**config.mk**
```make
export PLATFORM = sky130hd
export DESIGN_NAME = gpc_accumulator_flat
export DESIGN_NICKNAME = d
export VERILOG_FILES = /design/src/rtl/gpc_accumulator_if.sv /design/src/rtl/gpc_accumulator.sv /design/src/flat_wrapper.sv
export SDC_FILE = /design/constraint.sdc
export NUM_CORES = 1
export LEC_CHECK = 0
export BUFFER_PORTS_ARGS = -buffer_cell sky130_fd_sc_hd__buf_4
export CORE_MARGIN = 1
export CORE_UTILIZATION = 35
export DETAILED_ROUTE_END_ITERATION = 6
export PLACE_DENSITY = 0.53
export SYNTH_ARGS = -nofsm -noshare
export SYNTH_HDL_FRONTEND = slang
export SYNTH_SLANG_ARGS = --single-unit
```
**constraint.sdc**
```tcl
create_clock -name clk -period 4.58 [get_ports clk]
set_clock_uncertainty 0.2 [all_clocks]
set_input_delay 0.229 -clock clk [delete_from_list [all_inputs] [get_ports clk]]
set_output_delay 0.229 -clock clk [all_outputs]
set_load 0.005 [all_outputs]
```
**src/rtl/gpc_accumulator_if.sv**
```systemverilog
// Beat/result handshake bundle for gpc_accumulator.
// slave is the accumulator's view; master is the producer/consumer side.
interface gpc_accumulator_if #(
   parameter int unsigned N_OPS  = 6,
   parameter int unsigned OP_W   = 8,
   parameter int unsigned ACC_W  = 24,
   parameter int unsigned BEAT_W = 8
);
   logic                    in_valid;
   logic                    in_ready;
   logic [N_OPS*OP_W-1:0]   in_ops;
   logic                    in_last;
   logic                    out_valid;
   logic                    out_ready;
   logic [ACC_W-1:0]        out_sum;
   logic [BEAT_W-1:0]       out_beats;
   logic                    out_ovf;

   modport master (
      output in_valid,
      output in_ops,
      output in_last,
      output out_ready,
      input  in_ready,
      input  out_valid,
      input  out_sum,
      input  out_beats,
      input  out_ovf
   );

   modport slave (
      input  in_valid,
      input  in_ops,
      input  in_last,
      input  out_ready,
      output in_ready,
      output out_valid,
      output out_sum,
      output out_beats,
      output out_ovf
   );
endinterface

```
**src/rtl/gpc_accumulator.sv**
```systemverilog
// Streaming multi-operand frame accumulator: carry-save compression stage, then carry-propagate
// fold into a running sum. Define GPC_ACC_SAT_EN to clamp the accumulator instead of wrapping.
module gpc_accumulator #(
   parameter int unsigned N_OPS  = 6,
   parameter int unsigned OP_W   = 8,
   parameter int unsigned ACC_W  = 24,
   parameter int unsigned BEAT_W = 8
) (
   input  logic                 clk,
   input  logic                 rst_n,
   gpc_accumulator_if.slave     bus_io
);

   localparam int unsigned SumW = OP_W + $clog2(N_OPS);

   if (N_OPS < 2 || N_OPS > 16) begin : g_bad_n_ops
      $error("gpc_accumulator: N_OPS must be in 2..16");
   end
   if (ACC_W < SumW) begin : g_bad_acc_w
      $error("gpc_accumulator: ACC_W must be at least OP_W + clog2(N_OPS)");
   end

   typedef enum logic [1:0] {StInit, StAccum, StFlush, StHold} state_e;

   state_e            state_q;
   logic              in_ready_q;
   logic              out_valid_q;
   logic              accept;
   logic              handshake;

   logic [SumW-1:0]   tree_sum;
   logic [SumW-1:0]   tree_carry;
   logic              s1_vld_q;
   logic [SumW-1:0]   s1_sum_q;
   logic [SumW-1:0]   s1_carry_q;

   logic [SumW-1:0]   beat_total;
   logic [ACC_W:0]    acc_ext;
   logic              acc_carry;
   logic [ACC_W-1:0]  acc_q, acc_d;
   logic [BEAT_W-1:0] beats_q, beats_d;
   logic              ovf_q, ovf_d;

   // in_ready_q is only high in StAccum, so it alone qualifies acceptance.
   assign accept    = bus_io.in_valid && in_ready_q;
   assign handshake = out_valid_q && bus_io.out_ready;

   // ---------------------------------------------------------------------------------------------
   // Control FSM with registered handshake outputs
   // ---------------------------------------------------------------------------------------------
   always_ff @(posedge clk or negedge rst_n) begin
      if (!rst_n) begin
         state_q     <= StInit;
         in_ready_q  <= 1'b0;
         out_valid_q <= 1'b0;
      end else begin
         case (state_q)
            StInit: begin
               state_q    <= StAccum;
               in_ready_q <= 1'b1;
            end
            StAccum: begin
               if (accept && bus_io.in_last) begin
                  state_q    <= StFlush;
                  in_ready_q <= 1'b0;
               end
            end
            StFlush: begin
               state_q     <= StHold;
               out_valid_q <= 1'b1;
            end
            StHold: begin
               if (bus_io.out_ready) begin
                  state_q     <= StAccum;
                  out_valid_q <= 1'b0;
                  in_ready_q  <= 1'b1;
               end
            end
            default: begin
               state_q     <= StInit;
               in_ready_q  <= 1'b0;
               out_valid_q <= 1'b0;
            end
         endcase
      end
   end

   // ---------------------------------------------------------------------------------------------
   // Stage 1: array of (3;2) counters folding each operand into a sum/carry pair
   // ---------------------------------------------------------------------------------------------
   always_comb begin
      logic [SumW-1:0] s;
      logic [SumW-1:0] c;
      logic [SumW-1:0] x;
      logic [SumW-1:0] t;
      s = SumW'(bus_io.in_ops[0 +: OP_W]);
      c = SumW'(bus_io.in_ops[OP_W +: OP_W]);
      x = '0;
      t = '0;
      for (int i = 2; i < int'(N_OPS); i++) begin
         x = SumW'(bus_io.in_ops[i*OP_W +: OP_W]);
         t = s ^ c ^ x;
         // Dropped MSB of the shifted carry is harmless: the beat total always fits in SumW.
         c = ((s & c) | (s & x) | (c & x)) << 1;
         s = t;
      end
      tree_sum   = s;
      tree_carry = c;
   end

   always_ff @(posedge clk or negedge rst_n) begin
      if (!rst_n) begin
         s1_vld_q   <= 1'b0;
         s1_sum_q   <= '0;
         s1_carry_q <= '0;
      end else begin
         s1_vld_q <= accept;
         if (accept) begin
            s1_sum_q   <= tree_sum;
            s1_carry_q <= tree_carry;
         end
      end
   end

   // ---------------------------------------------------------------------------------------------
   // Stage 2: carry-propagate fold into the frame accumulator
   // ---------------------------------------------------------------------------------------------
   assign beat_total = s1_sum_q + s1_carry_q;
   assign acc_ext    = {1'b0, acc_q} + {{(ACC_W + 1 - SumW){1'b0}}, beat_total};
   assign acc_carry  = acc_ext[ACC_W];

   always_comb begin
      acc_d   = acc_q;
      beats_d = beats_q;
      ovf_d   = ovf_q;
      if (handshake) begin
         acc_d   = '0;
         beats_d = '0;
         ovf_d   = 1'b0;
      end else if (s1_vld_q) begin
`ifdef GPC_ACC_SAT_EN
         // Once clamped, any further non-zero beat carries again, so the sum stays all-ones.
         acc_d = acc_carry ? {ACC_W{1'b1}} : acc_ext[ACC_W-1:0];
`else
         acc_d = acc_ext[ACC_W-1:0];
`endif
         beats_d = (beats_q == {BEAT_W{1'b1}}) ? beats_q : beats_q + 1'b1;
         ovf_d   = ovf_q | acc_carry;
      end
   end

   always_ff @(posedge clk or negedge rst_n) begin
      if (!rst_n) begin
         acc_q   <= '0;
         beats_q <= '0;
         ovf_q   <= 1'b0;
      end else begin
         acc_q   <= acc_d;
         beats_q <= beats_d;
         ovf_q   <= ovf_d;
      end
   end

   assign bus_io.in_ready  = in_ready_q;
   assign bus_io.out_valid = out_valid_q;
   assign bus_io.out_sum   = acc_q;
   assign bus_io.out_beats = beats_q;
   assign bus_io.out_ovf   = ovf_q;

endmodule

```
**src/flat_wrapper.sv**
```systemverilog
// flat-port wrapper written by rule: the top's interface ports become plain ports
module gpc_accumulator_flat 
#(
   parameter int unsigned N_OPS  = 6,
   parameter int unsigned OP_W   = 8,
   parameter int unsigned ACC_W  = 24,
   parameter int unsigned BEAT_W = 8
)
  (clk, rst_n, bus_io_in_valid, bus_io_in_ops, bus_io_in_last, bus_io_out_ready, bus_io_in_ready, bus_io_out_valid, bus_io_out_sum, bus_io_out_beats, bus_io_out_ovf);
  gpc_accumulator_if #(.N_OPS(N_OPS), .OP_W(OP_W), .ACC_W(ACC_W), .BEAT_W(BEAT_W)) bus_io_i ();
  input  logic clk;
  input  logic rst_n;
  input wire logic [$bits(bus_io_i.in_valid)-1:0] bus_io_in_valid;
  input wire logic [$bits(bus_io_i.in_ops)-1:0] bus_io_in_ops;
  input wire logic [$bits(bus_io_i.in_last)-1:0] bus_io_in_last;
  input wire logic [$bits(bus_io_i.out_ready)-1:0] bus_io_out_ready;
  output wire logic [$bits(bus_io_i.in_ready)-1:0] bus_io_in_ready;
  output wire logic [$bits(bus_io_i.out_valid)-1:0] bus_io_out_valid;
  output wire logic [$bits(bus_io_i.out_sum)-1:0] bus_io_out_sum;
  output wire logic [$bits(bus_io_i.out_beats)-1:0] bus_io_out_beats;
  output wire logic [$bits(bus_io_i.out_ovf)-1:0] bus_io_out_ovf;
  assign bus_io_i.in_valid = bus_io_in_valid;
  assign bus_io_i.in_ops = bus_io_in_ops;
  assign bus_io_i.in_last = bus_io_in_last;
  assign bus_io_i.out_ready = bus_io_out_ready;
  assign bus_io_in_ready = bus_io_i.in_ready;
  assign bus_io_out_valid = bus_io_i.out_valid;
  assign bus_io_out_sum = bus_io_i.out_sum;
  assign bus_io_out_beats = bus_io_i.out_beats;
  assign bus_io_out_ovf = bus_io_i.out_ovf;
  gpc_accumulator #(.N_OPS(N_OPS), .OP_W(OP_W), .ACC_W(ACC_W), .BEAT_W(BEAT_W)) u_core (.clk(clk), .rst_n(rst_n), .bus_io(bus_io_i));
endmodule
```
-- Word-level counts from Yosys, hierarchy flattened
Index checks and enable logic that the tools add are counted.
- add/sub/neg operators: 3
- equal/unequal tests: 7
- multiplexer cells: 15
- bitwise gates (word level): 29
- reduce and logical (&&, ||, !) cells: 11
- operator list (cell ; number):
    $or 10x10->10 ; 7
    $and 10x8->10 ; 6
    $mux 24 ; 2
    $xor 11x11->11 ; 3
    $xor 11x8->11 ; 3
    $and 10x10->10 ; 3
    $add 24x11->25 ; 1
    $and 8x8->8 ; 3
    $mux 8 ; 3
    $xor 8x8->8 ; 2
    $add 11x11->11 ; 1
    $or 10x8->10 ; 1
    $add 8x1->8 const B ; 1
    $eq 8x8->1 const B ; 1
    $pmux 2 s4 ; 1
    $reduce_and 2->1 ; 3
    $mux 1 ; 5
    $eq 2x2->1 const B ; 2
    $mux 2 ; 2
    $ne 2x1->1 const B ; 2
    $reduce_bool 2->1 ; 2
    $logic_and 1x1->1 ; 3
    $pmux 1 s3 ; 1
    $reduce_and 3->1 ; 1
    6 further kinds ; 6
- register bits after elaboration: 59
- bits of input ports: 53
- output and inout port bits: 35
- logic and storage cells: 74

-- Logic depth before layout (Yosys ltp)
Gate-level depths: netlist of run 1.
- word-level depth: 12
- mapped depth: 16
- depth with buffers taken out: 16

-- Least setup slack after synthesis of run 1
No wires, ideal clock.
- kind: flip-flop to flip-flop
- start point: register u_core.s1_carry_q[1]
- end point: register u_core.acc_q[16] (netlist: u_core.bus_io.out_sum[16])
- setup time: 77 ps
- data arrival time: 3203 ps
- required time: 4303 ps
- slack: 1100 ps
- stages on the path, launching flop included: 17
- buffers on the path: 0
- clock period less this slack: 3480 ps
- cell sequence: dfrtp_1 -> ha_1 -> inv_1 -> fa_1 -> inv_1 -> a21o_1 -> a21oi_1 -> o21ai_0 -> o41a_1 -> xor2_1 -> ha_1 -> a21oi_1 -> and2b_1 -> nor2_1 -> and2_4 -> or4_1 -> a21oi_1
- longest elaborated chain between the ends: 4
- ends and longest elaborated chain (item ; RTL line ; text):
    start, declared ; gpc_accumulator.sv:35 ; logic [SumW-1:0] s1_carry_q;
    start signal, assigned ; gpc_accumulator.sv:120 ; s1_carry_q <= tree_carry;
    $add 11x11->11 ; gpc_accumulator.sv:128 ; assign beat_total = s1_sum_q + s1_carry_q;
    $add 24x11->25 ; gpc_accumulator.sv:129 ; assign acc_ext = {1'b0, acc_q} + {{(ACC_W + 1 - SumW){1'b0}}, beat_total};
    $mux 24 ; gpc_accumulator.sv:140 ; end else if (s1_vld_q) begin
    $mux 24 ; gpc_accumulator.sv:136 ; if (handshake) begin
    end signal, assigned ; gpc_accumulator.sv:154 ; acc_q <= '0;
    end signal, assigned ; gpc_accumulator.sv:158 ; acc_q <= acc_d;
    end, declared ; gpc_accumulator.sv:40 ; logic [ACC_W-1:0] acc_q, acc_d;
Every way passes these cells. The select of a mux whose other input is x is not followed.
A chain may end at the register's enable or synchronous reset.

-- Final worst setup path of run 1
Same ends and word-level chain as after synthesis.

==> results list, run 1 <==
- The run finished with clean final reports.
- Met3 capacity usage during global routing: 4.42%
- After layout, the worst path uses 83.4% of the clock period.
- Data arrival time at the worst-slack endpoint: 3.86 ns
* Antenna-violating nets left: 0
- Clock tree from TritonCTS: built
- Critical Path Slowest Stage Cell: or4_1
- After global routing, the most crowded layer is met2.
- In the routed design, unresolved DRC markers number 0.
- Number of nets in the synthesized netlist: 490
* Post-layout nets: 585
- Total via count after detailed routing: 3,031
* Fraction of layout instances using a drive strength above 1: 26.4%
- The initial utilization of the core area, before any placement, comes to 36.5%.
- Number of unique standard cell types used by synthesis: 46
* Share of the core filled with cells: 46.4%
* Crit start category: flop
- Hold path start: bus_io_in_ops[40]
* Total overflow reported by the global router: 0
* Root buffer cell: clkbuf_16
- Combinational cell fraction of total power: 60.9%
- The first global-routing pass estimated ~14,000 um of wire.
* Area taken by multi-input logic gates: 2470 sq um
* Buffering stage count on the worst path with inverters included: 2
* # IOs: 88
* Switching share of power: 41.7%
- Initial antenna violation count: 0
- Warnings, synthesis: 0
* Avg Synthesized Cell Area: about 11 sq um
* Half-perimeter wire length after detailed placement: 6360 um
- The finished cells cover about 5100 sq um.
- In this run the tool buffered the top-level ports with between 80 and 90 buffer cells.
- The commonest cells after synthesis are dfrtp_1 (57), nor2_1 (37), fa_1 (31), ha_1 (31), nand2_1 (29).
* Met1 track demand over resource: 20.3%
- Summed over its instances, the top area cell type makes up between 30% and 40% of the synthesized netlist area.
* Count of buffers added by post-CTS timing repair for setup: 0
* Area leader, netlist: dfrtp_1
- Synthesis produced a netlist whose cell count is 375.
- The worst hold path belongs to the class in2reg.
- Kind of capture point of the worst setup path: flop
* Clock latency at the later pin of the worst-skew pair: about 0.32 ns
* Layout-stage area growth over the synthesis result: 27.4%
- Dominant cell by count in the synthesized netlist: dfrtp_1
- The routed design has about 8300 um of wire.
* Fin Setup TNS: 0 ns
- TritonCTS created 9 clock buffers.
- Seq/Total Area, Yosys: a little over a third
* Sink Count: 57
- After the first detailed-routing iteration, the DRC count stood at 112.
- Achievable Freq: between 0.2 and 0.3 GHz
- Entering global routing, the biggest net connects between 50 and 60 pins.
- Registers are responsible for 21.6% of the overall power.
- Gates resized during post-CTS repair numbered 0.
* Total global-route track usage: 15.1%
- Biggest fanout along the worst timing path: 7
- Vias in the first global route: between 2,000 and 3,000
* Final Hold Violating Endpoints: 0
- RSZ-0062 raised after global routing: false
- Cell chain of the critical path: ha_1 -> inv_1 -> fa_1 -> inv_1 -> a21o_1 -> a21oi_1 -> o21ai_0 -> o41a_1 -> xor2_1 -> ha_1 -> a21oi_1 -> and2b_1 -> nor2_1 -> and2_4 -> or4_1 -> a21oi_1
* Worst reg2reg path startpoint: u_core.s1_carry_q[1]$_DFFE_PN0P_
* Maximum number of buffers from clock root to sink: 2
* Launch point of the worst path: u_core.s1_carry_q[1]$_DFFE_PN0P_
* #FFs+latches synth: 57
- Relative slew slack: 45.5%
* Area taken by flip-flops and latches: 1430 sq um
- In this run, the clock network consumes 17.4% of the power.
- Dividing the detail-routed via count by the number of cells gives around 4.9.
- Largest vdd supply drop: 0.000354 V
* Finish-stage setup viols: 0
* Die height: 109 um
- The most numerous cell type found on the critical path is a21oi_1.
* Final Slew Violations: 0
* Per-cell routed wire length: between 10 and 15 um
- Yosys attributes the largest share of cell area to dfrtp_1 (35%), fa_1 (15%), ha_1 (9.6%), mux2_2 (4.5%), xnor2_1 (3.7%).
- Number of enable-type register cells in the synthesized netlist: 0
- Worst Path Class, Setup: reg2reg
* H-tree levels: 3
* Pwr Density: around 700 nW/um^2
- Required arrival time at the worst endpoint: 4.62 ns
- Die outline width: 109 um
- Router iterations before antenna repair: 4
* Placement-stage cell area: ~4800 sq um
* Slowest stage delay, CP: slightly below 0.5 ns
- Cell internal power was estimated by the tool at slightly above 0.002 W.
- Total of fill cells in the finished design: 1,086
- The die covers approximately 12,000 sq um.
- Antenna cell count: 0
* Clock-pin slew on the worst setup and hold paths: roughly 0.050 ns
- For this design the total switching power over the nets is around 0.0015 W.
* Core Region: 11,000 sq um
- The most used flip-flop cell after synthesis is dfrtp_1.
- Leak Pwr: 2.42 nW
- After synthesis the cells add up to just over 4000 sq um.
* Async S/R FF share, synth: 100%
* Number of violations of the max-capacitance limit: 0
* Global routing met2 resource utilization: 24.0%
- Slew at the pin closest to its max-slew limit: between 0.8 and 0.9 ns
* Gate family responsible for the most delay along the worst path: compound AO/OA/AOI/OAI gates
- For the finished layout, the period the worst path requires is 3.82 ns.
- Routability-driven placement finished with a final weighted congestion of approximately 0.76.
* Total number of placement rows: 38
[sequential cells by signal, indices dropped and copies added (netlist names)]
signal / cells
u_core.bus_io.in_ready: 1
u_core.s1_sum_q: 10
u_core.state_q: 2
u_core.s1_vld_q: 1
u_core.bus_io.out_ovf: 1
u_core.bus_io.out_beats: 8
u_core.bus_io.out_sum: 24
u_core.s1_carry_q: 9
u_core.bus_io.out_valid: 1
[per-layer routing]
layer	wire length, um	vias to the layer above
met5	0	-
met4	73	0
met3	267	6
met2	4100	36
met1	3830	1492
li1	-	1497
[cell type report]
type                    count  share of cell area, %
clock inverters             3                  0.293
multi-input cells         290                   48.3
well taps                 140                   3.42
flip-flops and latches     57                   27.8
clock buffers              12                   5.20
repair buffers             91                   13.4
inverters                  21                   1.54
[power by group through the flow]
stage / Sequential [W] / Combinational (W) / Clock (W)
after global routing: 0.000795 / 0.00247 / 0.000664
after CTS: 0.000773 / 0.00220 / 0.000640
final: 0.000772 / 0.00217 / 0.000622
after detailed placement: 0.000780 / 0.00217 / 0
after global placement: 0.000774 / 0.00215 / 0
after floorplan: 0.000757 / 0.00169 / 0
[metrics by stage]
| stage | cells | setup WS, ns | total power, W | hold WS (ns) |
|---|---|---|---|---|
| floorplan | 375 | 1.10 | 0.00245 | -0.267 |
| global placement | 597 | 0.892 | 0.00292 | 0.145 |
| detailed placement | 597 | 0.800 | 0.00295 | 0.153 |
| CTS | 614 | 0.750 | 0.00361 | 0.0760 |
| global route | 614 | 0.447 | 0.00393 | 0.0748 |
| finish | 614 | 0.762 | 0.00357 | 0.0828 |
[kinds of logic (layout without fill, tap and decap cells)]
logic type                 Yosys count  after routing  share of synthesized area [%]
adders and majority gates           62             62                           25.1
AOI/OAI and AO/OA                   66             66                           10.6
muxes                               26             26                           6.97
and+or+nand+nor                    108            108                           12.8
buffers and inverters               28            127                           3.05
xor gates and xnor gates            28             28                           6.10
DFF                                 57             57                           35.5
[cells in the final DEF (no fill, tap or decap), types with 2 or more instances in the layout]
| master | count |
|---|---|
| a211oi_1 | 3 |
| a21o_1 | 3 |
| a21oi_1 | 24 |
| and2_1 | 4 |
| and3_1 | 5 |
| and4_1 | 2 |
| buf_4 | 89 |
| clkbuf_16 | 9 |
| clkbuf_8 | 3 |
| clkinv_2 | 3 |
| dfrtp_1 | 57 |
| dlygate4sd3_1 | 2 |
| fa_1 | 31 |
| ha_1 | 31 |
| inv_1 | 20 |
| mux2_2 | 16 |
| mux2i_1 | 10 |
| nand2_1 | 29 |
| nand2b_1 | 3 |
| nand3_1 | 7 |
| nand4_1 | 3 |
| nor2_1 | 37 |
| nor2b_1 | 4 |
| nor3_1 | 3 |
| o211ai_1 | 4 |
| o21ai_0 | 14 |
| o22ai_1 | 5 |
| o41a_1 | 2 |
| or3_1 | 6 |
| xnor2_1 | 17 |
| xor2_1 | 11 |
[worst paths after layout]
| path | endpoint | slack (ns) | depth (start not counted) |
|---|---|---|---|
| worst max-delay path | u_core.bus_io.out_sum[16]$_DFFE_PN0P_ | 0.76 | 16 |
| worst min-delay path | u_core.s1_sum_q[0]$_DFFE_PN0P_ | 0.08 | 3 |
| worst max register to register | u_core.bus_io.out_sum[16]$_DFFE_PN0P_ | 0.76 | 16 |
| worst min register to register | u_core.s1_sum_q[1]$_DFFE_PN0P_ | 0.30 | 2 |
| max in group asynchronous | u_core.s1_sum_q[4]$_DFFE_PN0P_ | 3.37 | 2 |
| min in group asynchronous | u_core.bus_io.out_beats[1]$_DFFE_PN0P_ | 0.33 | 2 |
[what timing repair did]
item | in CTS | in global routing
endpoints found under the hold margin | 58 | 0
hold buffers | 2 | 0
setup endpoints to repair | 0 | 0
[worst register-to-register path: cells and delay by family, from the launching register on]
kind            cells  cell delay [ns]
flops               1             0.37
fa+ha+maj           3             0.74
compound gates      6             1.17
xor+xnor            1             0.17
buf+inv             2             0.12
simple gates        4             0.97
Power figures use the tool's default switching activity.
==> inputs of run 2 (changes only) <==
- PLACE_DENSITY: 0.53 -> 0.55
- clock period: 4.58 -> 3.15 ns (I/O delays scaled with it)
==> run 2 against run 1 <==
Effect of this change: the flow now finishes with violations (negative setup slack); wire length increased by 8.1%; non-clock buffer count increased by 34; sequential share of layout area decreased by 2.7 points; critical path depth unchanged; power increased by 90%; global-route usage increased by 0.64 points; setup slack got worse by 1.1 ns; first-iteration DRC count decreased by 36%; cell count increased by 5.9%; maximum frequency increased by 8.5%; largest power group unchanged.
==> results list, run 2 (synthesis results as in run 1) <==
* Outcome: complete, but fails checks
- The final reports fail on negative setup slack.
* Number of violations of the max-capacitance limit: 0 (unchanged)
- TritonCTS built the clock tree.
* Achievable Freq: 0.284 GHz (+8.5%)
* Number of design rule violations left after detail routing: 0 (unchanged)
* Router iterations before antenna repair: 4 (unchanged)
* Final worst-path setup slack: -0.369 ns (-1.13 ns)
- The library cell used most frequently in the layout, excluding fill and tap cells, is buf_4.
* Number of flip-flops under the largest register name: 24 (unchanged)
* Post-layout nets: 620 (+6.0%)
- Total number of placement rows: 38 (unchanged)
* Cell area after layout: 5670 sq um (+11%)
- Fraction of layout instances using a drive strength above 1: 38.0% (+12 points)
- Commonest non-fill, non-tap cells in the layout: buf_4 (118), dfrtp_1 (57), nor2_1 (32)
- The worst setup path is launched from a flop.
- Share of the core filled with cells: 51.4% (+5.0 points)
- Slew at the pin closest to its max-slew limit: 0.748 ns (-0.0670 ns)
- Pwr Density: 1200 nW/um^2 (+72%)
- The max-slew violation total from the final report came to 0 (unchanged).
* Vias in the first global route: 3,182 (+6.9%)
* Total via count after detailed routing: 3,200 (+5.6%)
- Die outline width: 109 um (unchanged)
- Root buffer cell: clkbuf_16
* Layout-stage area growth over the synthesis result: 41.1%
- Maximum number of buffers from clock root to sink: 2 (unchanged)
* Iter 0 DRT Violations: 72 (-36%)
- The worst slew slack as a fraction of its limit is 50.1% (+4.6 points).
* Finish-stage setup viols: 15 (+15)
- Biggest fanout along the worst timing path: 2 (-5)
- The worst setup path is captured at a flop.
- The wire length of the first global-routing pass came to 14,500 um (+4.8%).
- The final RePlAce weighted congestion was 0.777 (+1.7%).
* Total overflow reported by the global router: 0 (unchanged)
- Clock-pin slew on the worst setup and hold paths: 0.05 ns (about the same)
- Core Region: 11,000 sq um (unchanged)
- The die height is 109 um (unchanged).
- The global-route total usage across every layer came to 15.8% (+0.64 points).
- The fraction of the cycle the final worst path needs came to 112% (+28 points).
* Largest net degree at the start of global routing: 58 (unchanged)
* Leak Pwr: 2.61 nW (+7.8%)
- Data arrival time at the worst-slack endpoint: 3.57 ns (-0.29 ns)
- Initial antenna violation count: 0 (unchanged)
* Largest vdd supply drop: 0.000646 V (+82%)
- The shortest period the worst path allows is 3.52 ns (-0.299 ns).
- The number of buffers inserted during clock tree synthesis is 9 (unchanged).
- The initial standard-cell utilization of the core is 36.5% (unchanged).
- The average wire per cell in the routed design was 13.7 um (+2.1%).
* Overall die area: 11,900 sq um (unchanged)
- Path type of the worst min-delay path: in2reg
- The final count of hold timing violations was 0 (unchanged).
* Clock latency at the later pin of the worst-skew pair: 0.32 ns (about the same)
- The depth of the CTS H-tree was 3 (unchanged).
- Port Buf Inserts: 87 (unchanged)
- # IOs: 88 (unchanged)
- Required arrival time at the worst endpoint: 3.20 ns (-1.42 ns)
- Setup repair after global routing could not meet its margin everywhere.
- The detailed-placement wirelength estimate was 6610 um (+3.9%).
* Antenna-violating nets left: 0 (unchanged)
* Sink Count: 57 (unchanged)
* Worst Path Class, Setup: reg2reg
- The placed instance area was 5030 sq um (+4.4%).
* Antenna cell count: 0 (unchanged)
- Total length of routed wires: 8940 um (+8.1%)
- Detail-routed via count per cell: 4.92 (-0.27%)
* Total design power: 0.00679 W (+90%)
## run 2: final cells by class
cell class	count	area, sq um
Clock inverter	5	80.1
Timing Repair Buffer	125	961
Inverter	21	78.8
Sequential cell	57	1430
Fill cell	1065	5360
Tap cell	140	175
Multi-Input combinational cell	291	2720
Clock buffer	11	233
## run 2: path summary, 6_finish.rpt
kind | startpoint | endpoint | slack, ns | cells past startpoint
max reg2reg | u_core.s1_carry_q[1]$_DFFE_PN0P_ | u_core.bus_io.out_sum[16]$_DFFE_PN0P_ | -0.37 | 16
max | u_core.s1_carry_q[1]$_DFFE_PN0P_ | u_core.bus_io.out_sum[16]$_DFFE_PN0P_ | -0.37 | 16
min | bus_io_in_ops[47] | u_core.s1_sum_q[7]$_DFFE_PN0P_ | 0.03 | 3
max in group asynchronous | rst_n | u_core.s1_carry_q[2]$_DFFE_PN0P_ | 2.01 | 2
min reg2reg | u_core.bus_io.out_ovf$_DFFE_PN0P_ | u_core.bus_io.out_ovf$_DFFE_PN0P_ | 0.30 | 2
min in group asynchronous | rst_n | u_core.bus_io.out_beats[0]$_DFFE_PN0P_ | 0.24 | 2
## run 2: worst max-delay path, stage by stage (launching register included)
cell and delay (ns):
dfrtp_1 0.39, ha_2 0.21, inv_2 0.06, fa_2 0.20, inv_2 0.03, a21o_1 0.18, a21oi_2 0.18, o21ai_2 0.08
o41a_1 0.35, xor2_2 0.18, ha_1 0.32, a21oi_2 0.06, and2b_1 0.20, nor2_2 0.04, and2_4 0.15, or4_1 0.49
a21oi_1 0.13
## run 2: per-stage QoR
stage / hold slack, ns / TNS [ns] / instances / worst slack, ns
after floorplan: -0.338 / -0.998 / 375 / -0.200
after global placement: 0.0746 / -3.31 / 621 / -0.297
after detailed placement: 0.0802 / -4.33 / 621 / -0.379
after CTS: 0.0215 / -3.74 / 644 / -0.330
after global routing: 0.0401 / -7.01 / 650 / -0.548
final: 0.0312 / -4.18 / 650 / -0.369
## run 2: power by group
group          leakage [nW]  switching [W]  internal [W]
Sequential            0.733       0.000165      0.000961
Clock                 0.146       0.000331      0.000690
Combinational          1.73        0.00225       0.00239
## run 2: timing repair
action                                  CTS  global route
hold buffers                              3             0
buffers inserted                          3             7
gates cloned                              1             0
endpoints found under the setup margin   17            18
hold endpoints to repair                 60             0
resized for setup                        22            25
pin swaps                                14            16
## run 2: metal layers
layer / track usage, % / wire, um / vias up
li1: - / - / 1554
met2: 26.3 / 4600 / 39
met1: 20.0 / 3930 / 1597
met4: 5.43 / 119 / 0
met3: 3.59 / 280 / 10
met5: 0 / 0 / -
==> inputs of run 3 (changes only) <==
- PLACE_DENSITY: 0.55 -> not set
- PLACE_DENSITY_LB_ADDON: not set -> 0.12
==> run 3 against run 2 <==
Effect of this change: the flow still finishes with violations (negative setup slack); flip-flop and latch count is the same; count of clock-buffer cells in the layout increased by 3; sequential power about the same; die area did not move.
==> results list, run 3 (synthesis results as in run 1) <==
- Highest metal layer with signal wires: met4
- Number of design rule violations left after detail routing: 0 (unchanged)
* Placer Congestion: 0.794 (+2.3%)
* Path type of the worst min-delay path: in2reg
- Combinational cell fraction of total power: 68.0% (-0.3 points)
- Post-layout nets: 613 (-1.1%)
- The total power after layout is 0.00626 W (-7.7%).
- H-tree levels: 3 (unchanged)
- Violations in the final reports: negative setup slack
* Final worst-path setup slack: -0.342 ns (+0.0270 ns)
- The reported net switching power was 0.00255 W (-7.2%).
- Share of the core filled with cells: 50.5% (-0.92 points)
- The violation count after the first detailed-routing iteration is 73 (+1.4%).
- The number of fillers in the final layout came to 1,047 (-1.7%).
- The static leakage power is 2.56 nW (-1.7%).
- The shortest period the worst path allows was 3.49 ns (-0.0270 ns).
- The clock-pin slew reported for the worst setup and hold paths after clock tree synthesis is 0.05 ns (about the same).
* Placement-stage cell area: 4990 sq um (-0.90%)
- Number of flip-flops under the largest register name: 24 (unchanged)
- The number of max-cap violations was 0 (unchanged).
- Die outline width: 109 um (unchanged)
- The worst setup path is captured at a flop.
- Cell area after layout: 5570 sq um (-1.8%)
- The worst slew slack as a fraction of its limit is 49.8% (-0.28 points).
* Port Buf Inserts: 87 (unchanged)
* Outcome: complete, but fails checks
- The detailed-routing iteration count for the pre-antenna-repair pass was 4 (unchanged).
* Final Hold Violating Endpoints: 0 (unchanged)
- Achievable Freq: 0.286 GHz (+0.77%)
- Antenna-violating nets left: 0 (unchanged)
- Proportion of power drawn by the clock network: 13.9% (-1.2 points)
- The worst path required time is 3.20 ns (about the same).
- Antenna cell count: 0 (unchanged)
- Final worst-path cycle share: 111% (-0.86 points)
* Layout-stage area growth over the synthesis result: 38.5%
- The area enclosed by the die boundary is 11,900 sq um (unchanged).
* Total global-route track usage: 15.4% (-0.37 points)
* Half-perimeter wire length after detailed placement: 6420 um (-3.0%)
* Part of the power in registers: 18.1% (+1.5 points)
* Number of buffers created by CTS: 9 (unchanged)
- The number of primary I/O pins is 88 (unchanged).
* Non-filler cells in the finished layout: 641 (-1.4%)
- Worst Path Class, Setup: reg2reg
* Sink Count: 57 (unchanged)
* Maximum number of buffers from clock root to sink: 2 (unchanged)
* Internal Pwr Total: 0.00371 W (-8.1%)
- Placed Instances: 615 (-0.97%)
- Total length of routed wires: 8540 um (-4.4%)
- Commonest non-fill, non-tap cells in the layout: buf_4 (108), dfrtp_1 (57), nor2_1 (35)
* Global-route wire length before repair: 14,300 um (-1.3%)
- The actual slew at the worst max-slew pin was 0.752 ns (+0.00425 ns).
- The max-slew violation total from the final report is 0 (unchanged).
- The library cell used most frequently in the layout, excluding fill and tap cells, is buf_4.
- Data arrival time at the worst-slack endpoint: 3.54 ns (-0.03 ns)
* Initial Utilization: 36.5% (unchanged)
- The fraction of power spent switching nets is 40.7% (+0.24 points).
- Largest vdd supply drop: 0.000542 V (-16%)
* Total number of placement rows: 38 (unchanged)
- The via count of the first global-routing pass came to 3,114 (-2.1%).
- The number of antenna violations at the first check in global routing is 0 (unchanged).
- The post-route setup TNS was -3.69 ns (+0.495 ns).
* Die height: 109 um (unchanged)
- Pwr Density: 1120 nW/um^2 (-6.0%)
- Biggest fanout along the worst timing path: 2 (unchanged)
- The routed length on met3 was 340 um (+21%).
- Setup repair after global routing could not meet its margin everywhere.
- Finish-stage setup viols: 15 (unchanged)
- The average wire per cell in the routed design is 13.3 um (-3.1%).
- The via density per instance came to 4.83 (-2.0%).
- The proportion of layout cells with a drive suffix above 1 is 36.3% (-1.7 points).
- Total overflow reported by the global router: 0 (unchanged)
* Largest net degree at the start of global routing: 58 (unchanged)
* Met2 routed WL: 4290 um (-6.7%)
* Crit start category: flop
- The via count of the routed design came to 3,094 (-3.3%).
* Sum of routed wire segments on met1: 3840 um (-2.3%)
- Root buffer cell: clkbuf_16
- Clock tree from TritonCTS: built
- The clock insertion delay at the later pin of the skew report came to 0.32 ns (about the same).
- The total core area was 11,000 sq um (unchanged).
## run 3: per-layer routing
layer | track usage, % | up-vias
li1 | - | 1539
met1 | 20.2 | 1505
met2 | 25.2 | 45
met3 | 4.60 | 5
met4 | 3.14 | 0
met5 | 0 | -
## run 3: worst paths after layout
check                      slack, ns  cells after the start                                endpoint                         startpoint
min in group asynchronous       0.26                      2  u_core.bus_io.out_beats[6]$_DFFE_PN0P_                              rst_n
min reg2reg                     0.31                      2       u_core.bus_io.out_ovf$_DFFE_PN0P_  u_core.bus_io.out_ovf$_DFFE_PN0P_
max                            -0.34                     16   u_core.bus_io.out_sum[16]$_DFFE_PN0P_     u_core.s1_sum_q[1]$_DFFE_PN0P_
max reg2reg                    -0.34                     16   u_core.bus_io.out_sum[16]$_DFFE_PN0P_     u_core.s1_sum_q[1]$_DFFE_PN0P_
max in group asynchronous       2.00                      2          u_core.s1_sum_q[0]$_DFFE_PN0P_                              rst_n
min                             0.04                      3        u_core.s1_carry_q[7]$_DFFE_PN0P_                  bus_io_in_ops[46]
## run 3: repair_timing
item                                    CTS  global route
gates resized for setup                  24            24
hold endpoints to repair                 59             0
setup buffers                             6             4
pin swaps                                22            20
endpoints found under the setup margin   15            18
hold buffers                              3             0
cloned                                    1             0
## run 3: final cells by class
class	instances	area, sq um	area share [%]
flip-flops and latches	57	1430	25.6
repair buffers	119	931	16.7
inverters	21	78.8	1.41
multi-input cells	290	2700	48.4
clock buffers	14	264	4.74
well taps	140	175	3.14
## run 3: metrics by stage
stage,worst slack [ns],hold slack [ns]
2_1_floorplan,-0.200,-0.338
3_3_place_gp,-0.305,0.0772
3_5_place_dp,-0.327,0.0894
4_1_cts,-0.340,0.0312
5_1_grt,-0.526,0.0417
6_report,-0.342,0.0353
## run 3: power by group through the flow
stage | clock network, W | registers [W] | logic (W)
after floorplan | 0 | 0.00110 | 0.00254
after global placement | 0 | 0.00113 | 0.00351
after detailed placement | 0 | 0.00114 | 0.00353
after CTS | 0.000899 | 0.00113 | 0.00385
after global routing | 0.000933 | 0.00116 | 0.00477
final | 0.000873 | 0.00113 | 0.00426
## run 3: worst max-delay path: stages (launching register included)
cell,delay (ns)
dfrtp_1,0.38
ha_2,0.19
inv_2,0.06
fa_2,0.20
inv_2,0.03
a21o_1,0.18
a21oi_2,0.16
o21ai_2,0.08
o41a_1,0.34
xor2_2,0.20
ha_4,0.30
a21oi_2,0.05
and2b_1,0.20
nor2_2,0.05
and2_4,0.15
or4_1,0.52
a21oi_2,0.12
